==> config.mk <==
export PLATFORM = sky130hd
export DESIGN_NAME = alu_multicycle
export DESIGN_NICKNAME = d
export VERILOG_FILES = /design/src/rtl/alu_multicycle.sv
export SDC_FILE = /design/constraint.sdc
export NUM_CORES = 1
export LEC_CHECK = 0
export CORE_ASPECT_RATIO = 1.25
export CORE_MARGIN = 2
export CORE_UTILIZATION = 40
export DETAILED_ROUTE_END_ITERATION = 8
export DONT_BUFFER_PORTS = 1
export PLACE_DENSITY = 0.61
export SLEW_MARGIN = 20
export SYNTH_ARGS = -nofsm -noshare
export SYNTH_HDL_FRONTEND = slang
export SYNTH_SLANG_ARGS = --single-unit
==> constraint.sdc <==
create_clock -name CLK -period 4.35 [get_ports CLK]
set_clock_uncertainty 0.2 [all_clocks]
set_input_delay 0.6525 -clock CLK [delete_from_list [all_inputs] [get_ports CLK]]
set_output_delay 0.6525 -clock CLK [all_outputs]
set_load 0.005 [all_outputs]
==> src/rtl/alu_multicycle.sv <==
// -----------------------------------------------------------------------------
// alu_multicycle
//   Registered ALU placed between register-file read and write-back. Keeps the
//   4-bit S_ALU operation encoding and the {S,Z,C,V} flag format of the older
//   single-cycle datapath ALU. Adds iterative unsigned multiply, divide and
//   remainder behind a START/BUSY/DONE handshake. Single-cycle operations
//   complete one clock after START. Multi-cycle operations hold BUSY for WIDTH
//   cycles and pulse DONE on the following cycle.
//
// Ports
//   CLK       rising-edge clock
//   RST       asynchronous reset, active high
//   START     operation request, sampled only while BUSY=0
//   S_ALU     operation select
//   DATA_A    operand A (signed for SRA and V, unsigned otherwise)
//   DATA_B    operand B (low SHW bits are the shift amount)
//   BUSY      multi-cycle operation in progress
//   DONE      one-cycle pulse, ALU_OUT/FLAG_OUT updated this cycle
//   ALU_OUT   registered result
//   FLAG_OUT  registered {S, Z, C, V}
//
// state  | meaning
// IDLE   | waiting for START; single-cycle ops complete from here
// ITER   | one multiply/divide step per clock, BUSY=1
// FINISH | result of the iterative op is on ALU_OUT (DONE=1); accepts START
// -----------------------------------------------------------------------------
module alu_multicycle #(
    parameter int WIDTH = 16
) (
    input  logic             CLK,
    input  logic             RST,
    input  logic             START,
    input  logic [3:0]       S_ALU,
    input  logic [WIDTH-1:0] DATA_A,
    input  logic [WIDTH-1:0] DATA_B,
    output logic             BUSY,
    output logic             DONE,
    output logic [WIDTH-1:0] ALU_OUT,
    output logic [3:0]       FLAG_OUT
);

    localparam int SHW = $clog2(WIDTH);
    localparam logic [SHW-1:0] CNT_LAST = SHW'(WIDTH - 1);

    localparam logic [3:0] OP_ADD  = 4'b0000;
    localparam logic [3:0] OP_SUB  = 4'b0001;
    localparam logic [3:0] OP_AND  = 4'b0010;
    localparam logic [3:0] OP_OR   = 4'b0011;
    localparam logic [3:0] OP_XOR  = 4'b0100;
    localparam logic [3:0] OP_MUL  = 4'b0101;
    localparam logic [3:0] OP_DIVU = 4'b0110;
    localparam logic [3:0] OP_REMU = 4'b0111;
    localparam logic [3:0] OP_SLL  = 4'b1000;
    localparam logic [3:0] OP_ROL  = 4'b1001;
    localparam logic [3:0] OP_SRL  = 4'b1010;
    localparam logic [3:0] OP_SRA  = 4'b1011;
    localparam logic [3:0] OP_IDT  = 4'b1100;
    localparam logic [3:0] OP_NON  = 4'b1111;

    typedef enum logic [1:0] {
        IDLE   = 2'd0,
        ITER   = 2'd1,
        FINISH = 2'd2
    } state_t;

    state_t state, next_state;

    // latched operation and iterative working registers
    // MUL : hi_q = running upper product, lo_q = multiplier shifting out
    // DIV : hi_q = partial remainder,     lo_q = dividend in / quotient out
    logic [3:0]       op_q;
    logic [WIDTH-1:0] opb_q;
    logic [WIDTH-1:0] hi_q;
    logic [WIDTH-1:0] lo_q;
    logic [SHW-1:0]   cnt_q;

    logic             done_q;
    logic [WIDTH-1:0] out_q;
    logic [3:0]       flag_q;

    // handshake / control
    logic is_multi_op;
    logic div_zero;
    logic accept;
    logic accept_multi;
    logic load_ops;
    logic step_en;
    logic load_single;
    logic load_multi;

    // iteration step
    logic [WIDTH:0]   mul_sum;
    logic [WIDTH:0]   div_shift;
    logic [WIDTH-1:0] div_diff;
    logic             div_ge;
    logic [WIDTH-1:0] step_hi;
    logic [WIDTH-1:0] step_lo;
    logic [WIDTH-1:0] mc_res;
    logic             mc_c;

    // single-cycle datapath
    logic [SHW-1:0]     sh;
    logic [WIDTH:0]     add_sum;
    logic [WIDTH:0]     sub_diff;
    logic [2*WIDTH-1:0] shl_ext;
    logic [WIDTH-1:0]   sc_res;
    logic               sc_c;
    logic               sc_v;

    function automatic logic [3:0] make_flags(input logic [WIDTH-1:0] r,
                                              input logic c,
                                              input logic v);
        return {r[WIDTH-1], (r == '0), c, v};
    endfunction

    // ------------------------------------------------------------------
    // FSM: state register
    // ------------------------------------------------------------------
    always_ff @(posedge CLK or posedge RST) begin
        if (RST) begin
            state <= IDLE;
        end else begin
            state <= next_state;
        end
    end

    // request decode: divide by zero never enters ITER
    always_comb begin
        is_multi_op = (S_ALU == OP_MUL) || (S_ALU == OP_DIVU) || (S_ALU == OP_REMU);
        div_zero    = ((S_ALU == OP_DIVU) || (S_ALU == OP_REMU)) && (DATA_B == '0);
    end

    // ------------------------------------------------------------------
    // FSM: next-state logic
    // ------------------------------------------------------------------
    always_comb begin
        next_state = state;
        case (state)
            IDLE:    if (START && is_multi_op && !div_zero) next_state = ITER;
            ITER:    if (cnt_q == CNT_LAST) next_state = FINISH;
            FINISH:  next_state = (START && is_multi_op && !div_zero) ? ITER : IDLE;
            default: next_state = IDLE;
        endcase
    end

    // ------------------------------------------------------------------
    // FSM: outputs / datapath controls
    // ------------------------------------------------------------------
    always_comb begin
        BUSY         = 1'b0;
        accept       = 1'b0;
        accept_multi = 1'b0;
        load_ops     = 1'b0;
        step_en      = 1'b0;
        load_single  = 1'b0;
        load_multi   = 1'b0;
        case (state)
            IDLE, FINISH: begin
                accept       = START;
                accept_multi = START && is_multi_op && !div_zero;
                load_ops     = accept_multi;
                load_single  = accept && !accept_multi;
            end
            ITER: begin
                BUSY       = 1'b1;
                step_en    = 1'b1;
                load_multi = (cnt_q == CNT_LAST);
            end
            default: ;
        endcase
    end

    // ------------------------------------------------------------------
    // One multiply (shift-add) or restoring-divide step
    // ------------------------------------------------------------------
    always_comb begin
        mul_sum   = {1'b0, hi_q} + (lo_q[0] ? {1'b0, opb_q} : '0);
        div_shift = {hi_q, lo_q[WIDTH-1]};
        div_ge    = (div_shift >= {1'b0, opb_q});
        // only used when div_ge, so the difference always fits in WIDTH bits
        div_diff  = div_shift[WIDTH-1:0] - opb_q;
        if (op_q == OP_MUL) begin
            step_hi = mul_sum[WIDTH:1];
            step_lo = {mul_sum[0], lo_q[WIDTH-1:1]};
        end else begin
            step_hi = div_ge ? div_diff : div_shift[WIDTH-1:0];
            step_lo = {lo_q[WIDTH-2:0], div_ge};
        end
    end

    // the last step is captured straight from the step logic, so the result
    // registers load on the same edge as the final iteration
    always_comb begin
        mc_res = step_hi;
        mc_c   = 1'b0;
        case (op_q)
            OP_MUL: begin
                mc_res = step_lo;
                mc_c   = |step_hi;
            end
            OP_DIVU: mc_res = step_lo;
            default: mc_res = step_hi;
        endcase
    end

    always_ff @(posedge CLK or posedge RST) begin
        if (RST) begin
            op_q  <= OP_NON;
            opb_q <= '0;
            hi_q  <= '0;
            lo_q  <= '0;
            cnt_q <= '0;
        end else if (load_ops) begin
            op_q  <= S_ALU;
            opb_q <= DATA_B;
            hi_q  <= '0;
            lo_q  <= DATA_A;
            cnt_q <= '0;
        end else if (step_en) begin
            hi_q  <= step_hi;
            lo_q  <= step_lo;
            cnt_q <= cnt_q + SHW'(1);
        end
    end

    // ------------------------------------------------------------------
    // Single-cycle operations (including divide by zero)
    // ------------------------------------------------------------------
    always_comb begin
        sh       = DATA_B[SHW-1:0];
        add_sum  = {1'b0, DATA_A} + {1'b0, DATA_B};
        sub_diff = {1'b0, DATA_A} - {1'b0, DATA_B};
        // bit WIDTH of the widened left shift is A[WIDTH-sh], and 0 when sh=0
        shl_ext  = {{WIDTH{1'b0}}, DATA_A} << sh;
        sc_res   = '0;
        sc_c     = 1'b0;
        sc_v     = 1'b0;
        case (S_ALU)
            OP_ADD: begin
                sc_res = add_sum[WIDTH-1:0];
                sc_c   = add_sum[WIDTH];
                sc_v   = (DATA_A[WIDTH-1] == DATA_B[WIDTH-1]) &&
                         (add_sum[WIDTH-1] != DATA_A[WIDTH-1]);
            end
            OP_SUB: begin
                sc_res = sub_diff[WIDTH-1:0];
                sc_c   = sub_diff[WIDTH];
                sc_v   = (DATA_A[WIDTH-1] != DATA_B[WIDTH-1]) &&
                         (sub_diff[WIDTH-1] != DATA_A[WIDTH-1]);
            end
            OP_AND: sc_res = DATA_A & DATA_B;
            OP_OR:  sc_res = DATA_A | DATA_B;
            OP_XOR: sc_res = DATA_A ^ DATA_B;
            OP_DIVU: begin
                sc_res = '1;
                sc_v   = 1'b1;
            end
            OP_REMU: begin
                sc_res = DATA_A;
                sc_v   = 1'b1;
            end
            OP_SLL: begin
                sc_res = shl_ext[WIDTH-1:0];
                sc_c   = shl_ext[WIDTH];
            end
            OP_ROL: begin
                sc_res = shl_ext[WIDTH-1:0] | shl_ext[2*WIDTH-1:WIDTH];
                sc_c   = shl_ext[WIDTH];
            end
            OP_SRL: begin
                sc_res = DATA_A >> sh;
                sc_c   = (sh == '0) ? 1'b0 : DATA_A[sh - SHW'(1)];
            end
            OP_SRA: begin
                sc_res = WIDTH'($signed(DATA_A) >>> sh);
                sc_c   = (sh == '0) ? 1'b0 : DATA_A[sh - SHW'(1)];
            end
            OP_IDT: sc_res = DATA_B;
            default: ;
        endcase
    end

    // ------------------------------------------------------------------
    // Result registers
    // ------------------------------------------------------------------
    always_ff @(posedge CLK or posedge RST) begin
        if (RST) begin
            done_q <= 1'b0;
            out_q  <= '0;
            flag_q <= '0;
        end else if (load_single) begin
            done_q <= 1'b1;
            out_q  <= sc_res;
            flag_q <= make_flags(sc_res, sc_c, sc_v);
        end else if (load_multi) begin
            done_q <= 1'b1;
            out_q  <= mc_res;
            flag_q <= make_flags(mc_res, mc_c, 1'b0);
        end else begin
            done_q <= 1'b0;
        end
    end

    assign DONE     = done_q;
    assign ALU_OUT  = out_q;
    assign FLAG_OUT = flag_q;

endmodule

==> summary.md, run 1 <==
| Metric | Value |
|---|---|
| Status | completed |
| I/O pins | 61 |
| Clock Tree Buf Depth | 2 |
| YS warnings | 0 |
| Worst relative slew slack | 0.227 |
| # clock sinks | between 70 and 80 |
| CP delay by family, top | compound AO/OA/AOI/OAI gates |
| Crit path launch type | input pin |
| CP max stage delay | 0.86 ns |
| CP Max Fanout | 61 |
| Post-CTS sizing | 0 |
| Switching Fraction | 0.515 |
| Main flop type after synthesis | dfrtp_1 |
| CP endpoint kind | flop |
| Final Hold Vio Count | 0 |
| RSZ-0062 raised after global routing | false |
| Overall routing resource usage | 0.290 |
| Sequential Power Share | 0.189 |
| Die area | between 20000 and 30000 µm² |
| Depth of the most critical reg-to-reg path | 13 |
| Drt pass-1 iters | 8 |
| Worst Path Required | approximately 4.4 ns |
| Placed cells | 1666 |
| Vias in the first global route | approximately 11000 |
| Commonest non-fill, non-tap cell in the layout | nand2_1 |
| Largest net degree at the start of global routing | 62 |
| Bufs and invs on worst path | 1 |
| Total CTS buffers | 9 |
| Worst Max-Slew Pin Slew | around 1.1 ns |
| Die Wd | between 150 and 200 µm |
| Root buffer cell | clkbuf_16 |
| Worst path slowest cell | a2111oi_0 |
| Min-delay worst type | input pin to async pin |
| Area Overhead vs Synth | 4.37% |
| Place WS | approximately 0.12 ns |
| Syn Nets | between 1500 and 2000 |
| VDD IR-drop max | 275 µV |
| CP Cell Sequence | inv_1 > fa_1 > nor2b_1 > o221ai_1 > a21boi_0 > nor3_1 > a2bb2oi_1 > a2111oi_0 > nand4b_1 > nor4_1 > a22oi_1 > o41ai_2 |
| # diodes | 0 |
| Final TNS setup | 0 ns |
| Starting DRT DRC Count | between 1000 and 1500 |
| Final Worst Setup Slack | 0.298 ns |
| Grt ovf | 0 |
| DR WL/cell | about 26 µm |
| Post-synthesis sequential area ratio | 0.179 |
| Crit path arrival time | 4.09 ns |
| Clock power share | 0.105 |
| Cell area power density | around 660 nW/µm² |
| First-pass GRT wire length | 65.9 mm |
| End of the worst register-to-register path | FLAG_OUT[1]$_DFFE_PP0P_ |
| EDFF count, synth | 0 |
| PortBufs | 0 |
| Vert. Die Dim | 189 µm |
| Post-route insts no fill | approximately 1700 |
| Htree depth | 3 |
| Hold slack final | between 0.1 and 0.15 ns |
| Endpoints failing setup | 0 |
| CTS tree | done |
| Initial Utilization | 0.408 |
| Switch Pwr | approximately 0.0039 W |
| Max cap viols | 0 |
| CTS Hold Bufs | 0 |
| Initial antenna violation count | 1 |
| Antenna-violating nets left | 0 |
| DRC Markers | 0 |
| Syn avg cell area | just under 8 µm² |
| Int Power | between 0.003 and 0.004 W |
| Synthesis-stage register bit count | 78 |
| Synth async-reset ratio | 1.00 |
| Slew Limit Fails | 0 |
| Cell count after synthesis | ~1400 |
| Dpl hpwl | 32.5 mm |
| Setup Crit Path Kind | input pin to flop |
| Lkg Pwr | just under 5 nW |
| Reg clk slew, reported paths | roughly 0.070 ns |
| Internal reg-to-reg setup slack | around 0.32 ns |
| Most frequent cells in the layout | nand2_1 (144), nor2_1 (107), ha_1 (87), a21oi_1 (84), inv_1 (80) |
| Worst skew pair latency | 0.34 ns |
| Routability cong. | 1.01 |
| Synth cell types | 95 |
| Vias | ~11000 |
| Core region area | between 20000 and 30000 µm² |
| Post-CTS Setup Bufs | 0 |
| Ratio of final minimum period to clock period | 0.932 |
| Placement Rows | between 60 and 70 |
| Post-Route WL | between 40 and 50 mm |
| Combinational share of power | 0.706 |
| Layout Nets | approximately 1500 |
| Synthesized cell area | 10900 µm² |
| Filler Cell Count | 2793 |
| Post-layout min period | roughly 4.1 ns |
| Vias per std cell | 6.80 |
| Fmax | 0.247 GHz |
| R2r startpoint | lo_q[0]$_DFFE_PP0P_ |
| Layout cells sized above 1 | 0.0845 |
==> cells in the mapped netlist, types with 26 or more instances <==
cell type  number  area share
a211oi_1       29       0.020
nand3_1        38       0.017
dfrtp_1        74        0.17
o21ai_0        67       0.031
mux2i_1        70       0.064
nand2_1       144       0.049
inv_1          81       0.028
a221o_1        29       0.027
ha_1           87       0.099
a21oi_1        84       0.038
o22ai_1        26       0.015
clkbuf_1       75       0.026
nor3_1         39       0.018
nor2_1        108       0.037
==> state kept, by name, indices dropped and copies added, names as in the netlist <==
register  flops
ALU_OUT      16
DONE          1
FLAG_OUT      3
cnt_q         4
hi_q         16
lo_q         16
op_q          4
opb_q        16
state         2
==> worst reg2reg max path: stages, from the launching register on <==
cell and delay [ns]:
dfrtp_1 0.49, and2_1 0.21, ha_1 0.22, fa_1 0.45
a21oi_1 0.22, o211ai_1 0.17, o41ai_2 0.41, o31ai_1 0.21
a221o_1 0.33, a211o_1 0.29, o211ai_1 0.10, and4_1 0.23
nand3_1 0.08, o311a_1 0.30
==> metal layers <==
layer,GRT usage,vias up,part of all wire
met5,0,-,0
met4,0.166,0,0.069
met3,0.0403,187,0.077
met2,0.495,665,0.47
met1,0.351,5513,0.38
li1,-,5077,-
==> worst max path at each step <==
stage	depth (start not counted)	start	slack (ns)	end
after global placement	12	DATA_B[1]	0.21	FLAG_OUT[2]$_DFFE_PP0P_
after CTS	13	lo_q[0]$_DFFE_PP0P_	0.34	FLAG_OUT[1]$_DFFE_PP0P_
final	12	DATA_B[1]	0.30	FLAG_OUT[2]$_DFFE_PP0P_
after detailed placement	12	DATA_B[1]	0.12	FLAG_OUT[2]$_DFFE_PP0P_
after floorplan	15	DATA_B[2]	0.52	FLAG_OUT[2]$_DFFE_PP0P_
after global routing	12	DATA_B[1]	0.06	FLAG_OUT[2]$_DFFE_PP0P_
==> power groups by stage <==
stage / logic (W) / clock network (W) / registers [W]
finish: 0.00532 / 0.000788 / 0.00142
global route: 0.00579 / 0.000815 / 0.00147
CTS: 0.00524 / 0.000787 / 0.00142
detailed placement: 0.00520 / 0 / 0.00143
global placement: 0.00520 / 0 / 0.00143
floorplan: 0.00397 / 0 / 0.00128
==> metrics by stage <==
stage               instance area, µm²  total power [W]   util
CTS                              11400          0.00745  0.426
global placement                 11100          0.00663  0.415
finish                           11400          0.00754  0.426
floorplan                        10900          0.00525      -
global route                     11400          0.00807  0.426
detailed placement               11100          0.00663  0.415
==> cell type report <==
type / count / area (µm²) / area share
well taps: 345 / 432 / 0.0378
clock buffers: 10 / 229 / 0.0200
multi-input cells: 1130 / 8180 / 0.717
inverters: 84 / 318 / 0.0278
flip-flops and latches: 78 / 1960 / 0.171
clock inverters: 6 / 71.3 / 0.00624
repair buffers: 29 / 230 / 0.0202
==> kinds of logic (layout without fill, tap and decap cells) <==
logic type	after synthesis	count (layout)	share of synthesized area
and+or+nand+nor	474	474	0.216
AOI/OAI and AO/OA	423	423	0.273
buffers and inverters	196	129	0.0751
muxes	108	108	0.123
adders and majority gates	91	91	0.107
DFF	78	78	0.179
xor gates and xnor gates	34	34	0.0272
Power figures use the tool's default switching activity.
==> inputs of run 2 (changes only) <==
Settings changed: CELL_PAD_IN_SITES_DETAIL_PLACEMENT set to 1, CELL_PAD_IN_SITES_GLOBAL_PLACEMENT set to 2, PLACE_DENSITY 0.61 to 0.9.
==> run 2 against run 1 <==
Net effect:
- critical path depth grew 1
- via count grew 1.2%
- first-iteration DRC count shrank 27%
- global-route usage increased by 3.8 points
- fmax up 0.92%
- die area unchanged
- worst hold slack better by 0.0029 ns
- clock power decreased by 9.1%
- register-to-register slack hardly changed
- combinational power up 3%
- largest cell class unchanged
- largest power group unchanged
==> summary.md, run 2 (synthesis gave the netlist of run 1 again) <==
| Metric | Value |
|---|---|
| Initial Utilization | 0.408 (unchanged) |
| CP endpoint kind | flop (unchanged) |
| Initial antenna violation count | 0 (was 1) |
| Cell mode on critical path | o211ai_1 |
| Min-delay worst type | input pin to async pin (unchanged) |
| Vert. Die Dim | 189 µm (unchanged) |
| Lkg Pwr | 4.88 nW (was 4.86 nW) |
| Final Hold Vio Count | 0 (unchanged) |
| Drt pass-1 iters | 5 (was 8) |
| Max cap viols | 0 (unchanged) |
| Worst relative slew slack | 0.279 (was 0.227) |
| Cell area power density | 674 nW/µm² (was 660 nW/µm²) |
| I/O pins | 61 (unchanged) |
| Starting DRT DRC Count | 1056 (was 1456) |
| Post-route insts no fill | 1687 (was 1682) |
| Post-Route WL | 48.2 mm (was 43.5 mm) |
| Die Wd | 152 µm (unchanged) |
| Total CTS buffers | 9 (unchanged) |
| Filler Cell Count | 3317 (was 2793) |
| Most frequent cells in the layout | nand2_1 (144), nor2_1 (107), ha_1 (87), a21oi_1 (84), inv_1 (80) (unchanged) |
| RSZ-0062 raised after global routing | false (unchanged) |
| CP max stage delay | 0.49 ns (was 0.86 ns) |
| Area Overhead vs Synth | 4.31% (was 4.37%) |
| Vias | 11600 (was 11400) |
| DRC Markers | 0 (unchanged) |
| VDD IR-drop max | 262 µV (was 275 µV) |
| Place WS | 0.254 ns (was 0.118 ns) |
| Vias per std cell | 6.86 (was 6.80) |
| Worst Path Required | 4.39 ns (about the same) |
| Root buffer cell | clkbuf_16 (unchanged) |
| Fmax | 0.249 GHz (was 0.247 GHz) |
| CTS Hold Bufs | 0 (unchanged) |
| Antenna-violating nets left | 0 (unchanged) |
| Htree depth | 3 (unchanged) |
| Die area | 28700 µm² (unchanged) |
| Final TNS setup | 0 ns (unchanged) |
| Placed cells | 1671 (was 1666) |
| Largest net degree at the start of global routing | 62 (unchanged) |
| Overall routing resource usage | 0.328 (was 0.290) |
| CTS tree | done (unchanged) |
| Dpl hpwl | 36.7 mm (was 32.5 mm) |
| Hold slack final | 0.107 ns (was 0.104 ns) |
| CP Cell Sequence | and2_1 > ha_1 > fa_1 > a21oi_1 > o211ai_1 > o41ai_2 > o31ai_1 > a221o_1 > a211o_1 > o211ai_1 > and4_1 > nand3_1 > o311a_1 (was inv_1 > fa_1 > nor2b_1 > o221ai_1 > a21boi_0 > nor3_1 > a2bb2oi_1 > a2111oi_0 > nand4b_1 > nor4_1 > a22oi_1 > o41ai_2) |
| Vias in the first global route | 12000 (was 11000) |
| First-pass GRT wire length | 73.5 mm (was 65.9 mm) |
| Setup Crit Path Kind | flop to flop (was input pin to flop) |
| Status | completed (unchanged) |
| Post-layout min period | 4.02 ns (was 4.05 ns) |
| CP Max Fanout | 10 (was 61) |
| Layout cells sized above 1 | 0.0872 (was 0.0845) |
| PortBufs | 0 (unchanged) |
| # diodes | 0 (unchanged) |
| Slew Limit Fails | 0 (unchanged) |
| Grt ovf | 0 (unchanged) |
| Routability cong. | 0.967 (was 1.01) |
| Ratio of final minimum period to clock period | 0.923 (was 0.932) |
| DP Area | 11100 µm² (about the same) |
| Core region area | 26800 µm² (unchanged) |
| Worst skew pair latency | 0.35 ns (was 0.34 ns) |
| Final Worst Setup Slack | 0.335 ns (was 0.298 ns) |
| Commonest non-fill, non-tap cell in the layout | nand2_1 (unchanged) |
| Final instance area | 11400 µm² (about the same) |
| Placement Rows | 67 (unchanged) |
| Crit path arrival time | 4.05 ns (was 4.09 ns) |
| Worst Max-Slew Pin Slew | 1.08 ns (was 1.14 ns) |
| Reg clk slew, reported paths | 0.06 ns (was 0.07 ns) |
| Post-CTS sizing | 0 (unchanged) |
| Worst path slowest cell | dfrtp_1 (was a2111oi_0) |
| Layout Nets | 1467 (was 1462) |
| DR WL/cell | 28.6 µm (was 25.9 µm) |
| Endpoints failing setup | 0 (unchanged) |
| Crit path launch type | flop (was input pin) |
| Clock Tree Buf Depth | 2 (unchanged) |
| Post-CTS Setup Bufs | 0 (unchanged) |
| # clock sinks | 78 (unchanged) |
[run 2: worst paths after layout]
kind                                     start                       to  slack [ns]  cells past startpoint
min reg2reg                op_q[3]$_DFFE_PP1P_      op_q[3]$_DFFE_PP1P_        0.28                      1
min                                        RST     cnt_q[3]$_DFFE_PP0P_        0.11                      1
max reg2reg                lo_q[0]$_DFFE_PP0P_  FLAG_OUT[1]$_DFFE_PP0P_        0.33                     13
max in group asynchronous                  RST      hi_q[8]$_DFFE_PP0P_        3.02                      2
max                        lo_q[0]$_DFFE_PP0P_  FLAG_OUT[1]$_DFFE_PP0P_        0.33                     13
min in group CLK                    DATA_B[15]    opb_q[15]$_DFFE_PP0P_        0.22                      2
[run 2: layout make-up]
type | instances | area, µm² | area share
timing repair buffer | 34 | 255 | 0.0224
multi-input combinational | 1130 | 8180 | 0.717
tap | 345 | 432 | 0.0378
inverter | 84 | 318 | 0.0278
clock inverter | 4 | 22.5 | 0.00197
clock buffer | 12 | 246 | 0.0216
sequential | 78 | 1960 | 0.171
[run 2: per-stage QoR]
step | power (W) | util
global route | 0.00819 | 0.426
CTS | 0.00760 | 0.425
floorplan | 0.00525 | -
finish | 0.00769 | 0.426
detailed placement | 0.00683 | 0.415
global placement | 0.00671 | 0.415
[run 2: worst max-delay path: cells and delay by family, from the launching register on]
kind	cells	cell delay (ns)
and+or+nand+nor	3	0.53
AOI/OAI and AO/OA	8	2.01
DFF	1	0.49
adders and majority gates	2	0.66
[run 2: power by group]
group          internal (W)  switching [W]
Combinational       0.00214        0.00335
Sequential          0.00107       0.000411
Clock              0.000400       0.000316
[run 2: per-layer routing]
metal | global-route usage | routed length (µm) | part of all wire
met4 | 0.189 | 3010 | 0.062
met3 | 0.0558 | 3110 | 0.065
met2 | 0.584 | 24000 | 0.50
met1 | 0.370 | 18200 | 0.38
met5 | 0 | 0 | 0
==> inputs of run 3 (changes only) <==
Settings changed: CORE_ASPECT_RATIO 1.25 to unset.
Clock period 4.35 ns to 3.9 ns, I/O delays scaled along.
==> run 3 against run 2 <==
Net effect:
- sequential cell count stayed put
- non-clock buffer count is 39 higher
- worst hold slack got worse by 0.097 ns
- count of clock-buffer cells in the layout fell by 2
- register-to-register slack worse by 0.27 ns
- critical path type unchanged
- sequential power increased by 7%
- critical path depth up 1
- via count grew 0.95%
- highest routed layer is now met5
- cell area increased by 3.1%
- final cell count up 2.1%
==> summary.md, run 3 (synthesis gave the netlist of run 1 again) <==
| Metric | Value |
|---|---|
| PortBufs | 0 (unchanged) |
| Starting DRT DRC Count | 1106 (was 1056) |
| Worst Max-Slew Pin Slew | 0.838 ns (was 1.08 ns) |
| Max cap viols | 0 (unchanged) |
| Endpoints failing setup | 0 (unchanged) |
| Worst Path Required | 3.94 ns (was 4.39 ns) |
| Root buffer cell | clkbuf_16 (unchanged) |
| Area Overhead vs Synth | 7.58% (was 4.31%) |
| Vias per std cell | 6.79 (was 6.86) |
| Status | completed (unchanged) |
| Cell area power density | 756 nW/µm² (was 674 nW/µm²) |
| Die Wd | 169 µm (was 152 µm) |
| Largest net degree at the start of global routing | 62 (unchanged) |
| Worst skew pair latency | 0.35 ns (about the same) |
| DR WL/cell | 27.3 µm (was 28.6 µm) |
| Min-delay worst type | input pin to async pin (unchanged) |
| Setup Crit Path Kind | flop to flop (unchanged) |
| Lkg Pwr | 5.08 nW (was 4.88 nW) |
| First-pass GRT wire length | 72.1 mm (was 73.5 mm) |
| Initial Utilization | 0.407 (was 0.408) |
| Vert. Die Dim | 169 µm (was 189 µm) |
| Core region area | 26900 µm² (was 26800 µm²) |
| Fmax | 0.261 GHz (was 0.249 GHz) |
| CP startpoint | lo_q[15]$_DFFE_PP0P_ (was lo_q[0]$_DFFE_PP0P_) |
| CP Max Fanout | 4 (was 10) |
| CTS Hold Bufs | 0 (unchanged) |
| I/O pins | 61 (unchanged) |
| End of the worst register-to-register path | ALU_OUT[14]$_DFFE_PP0P_ (was FLAG_OUT[1]$_DFFE_PP0P_) |
| Grt ovf | 0 (unchanged) |
| Crit path arrival time | 3.87 ns (was 4.05 ns) |
| CP Cell Sequence | inv_1 > ha_1 > inv_1 > fa_1 > a21o_1 > a221o_1 > o41ai_4 > o31ai_1 > a21o_1 > a21oi_1 > xnor2_1 > a21oi_2 > mux2i_1 > a221o_1 (was and2_1 > ha_1 > fa_1 > a21oi_1 > o211ai_1 > o41ai_2 > o31ai_1 > a221o_1 > a211o_1 > o211ai_1 > and4_1 > nand3_1 > o311a_1) |
| Slew Limit Fails | 0 (unchanged) |
| R2r startpoint | lo_q[15]$_DFFE_PP0P_ (was lo_q[0]$_DFFE_PP0P_) |
| Clock Tree Buf Depth | 2 (unchanged) |
| # diodes | 0 (unchanged) |
| Dpl hpwl | 35.5 mm (was 36.7 mm) |
| Antenna-violating nets left | 0 (unchanged) |
| RSZ-0062 raised after global routing | true (was false) |
| Hold slack final | 0.0106 ns (was 0.107 ns) |
| CTS tree | done (unchanged) |
| Worst path slowest cell | dfrtp_1 (unchanged) |
| Vias in the first global route | 11900 (was 12000) |
| Layout Nets | 1506 (was 1467) |
| Most frequent cells in the layout | nand2_1 (144), nor2_1 (106), ha_1 (87), a21oi_1 (82), inv_1 (80) (was nand2_1 (144), nor2_1 (107), ha_1 (87), a21oi_1 (84), inv_1 (80)) |
| CP endpoint kind | flop (unchanged) |
| Overall routing resource usage | 0.325 (was 0.328) |
| Final Hold Vio Count | 0 (unchanged) |
| VDD IR-drop max | 366 µV (was 262 µV) |
| Area of the multi-input gates | 8230 µm² (was 8180 µm²) |
| Filler Cell Count | 3294 (was 3317) |
| Worst relative slew slack | 0.440 (was 0.279) |
| Die area | 28700 µm² (about the same) |
| Routability cong. | 1.00 (was 0.967) |
| Storage element area | 1960 µm² (unchanged) |
| Placement Rows | 60 (was 67) |
| # clock sinks | 78 (unchanged) |
| Reg clk slew, reported paths | 0.07 ns (was 0.06 ns) |
| Htree depth | 3 (unchanged) |
| Internal reg-to-reg setup slack | 0.06 ns (was 0.33 ns) |
| Total CTS buffers | 9 (unchanged) |
| Commonest non-fill, non-tap cell in the layout | nand2_1 (unchanged) |
| Crit path launch type | flop (unchanged) |
| Initial antenna violation count | 2 (was 0) |
| CP max stage delay | 0.44 ns (was 0.49 ns) |
| Layout cells sized above 1 | 0.119 (was 0.0872) |
| Depth of the most critical reg-to-reg path | 14 (was 13) |
| Ratio of final minimum period to clock period | 0.984 (was 0.923) |
| DRC Markers | 0 (unchanged) |
| Vias | 11700 (was 11600) |
| Post-Route WL | 47.0 mm (was 48.2 mm) |
| PnR Total Power | 0.00890 W (was 0.00769 W) |
| Drt pass-1 iters | 5 (unchanged) |
| Post-layout min period | 3.84 ns (was 4.02 ns) |
-- run 3: cell types whose count changed in the layout (fill, tap and decap cells not counted), sizes merged --
cell / delta
buf: +39
clkbuf: -2
clkinv: +1
inv: +1
-- run 3: repair_timing --
action | 4_1_cts | 5_1_grt
setup buffers | 0 | 0
endpoints found under the setup margin | 0 | 4
resized for setup | 0 | 8
-- run 3: how the worst max path moves through the flow --
stage	end	slack, ns
3_3_place_gp	FLAG_OUT[1]$_DFFE_PP0P_	0.11
5_1_grt	FLAG_OUT[2]$_DFFE_PP0P_	-0.02
3_5_place_dp	FLAG_OUT[2]$_DFFE_PP0P_	0.06
2_1_floorplan	FLAG_OUT[2]$_DFFE_PP0P_	0.14
6_report	ALU_OUT[14]$_DFFE_PP0P_	0.06
4_1_cts	FLAG_OUT[1]$_DFFE_PP0P_	0.03
-- run 3: report_power, final --
group	switching [W]	internal, W	total (W)
Clock	0.000389	0.000459	0.000848
Sequential	0.000379	0.00120	0.00158
Combinational	0.00387	0.00261	0.00648
-- run 3: per-stage QoR --
stage | utilization | cell area [µm²] | cells | setup TNS (ns) | setup WS, ns
after CTS | 0.436 | 11700 | 1722 | 0 | 0.0264
final | 0.438 | 11800 | 1722 | 0 | 0.0620
after floorplan | - | 10900 | 1404 | 0 | 0.136
after global routing | 0.438 | 11800 | 1722 | -0.0569 | -0.0246
after global placement | 0.425 | 11400 | 1706 | 0 | 0.114
after detailed placement | 0.425 | 11400 | 1706 | 0 | 0.0624
-- run 3: critical path: cells and delay by family (launching register included) --
family                     cells  cell delay (ns)
adders and majority gates      2             0.56
xor gates and xnor gates       1             0.12
muxes                          1             0.14
AOI/OAI and AO/OA              8             2.11
DFF                            1             0.44
buffers and inverters          2             0.16
-- run 3: area by class of cell --
cell class                 count  area share
clock inverter                 6     0.00457
tap                          341      0.0362
inverter                      84      0.0269
timing repair buffer          73      0.0466
sequential                    78       0.166
clock buffer                  10      0.0203
multi-input combinational   1130       0.699
-- run 3: routing by layer --
metal  vias up  global-route usage  part of all wire
met4         2               0.159             0.048
met1      5911               0.410              0.41
met2       492               0.543              0.48
met3       123              0.0494             0.069
met5         -                   0           0.00038
li1       5156                   -                 -
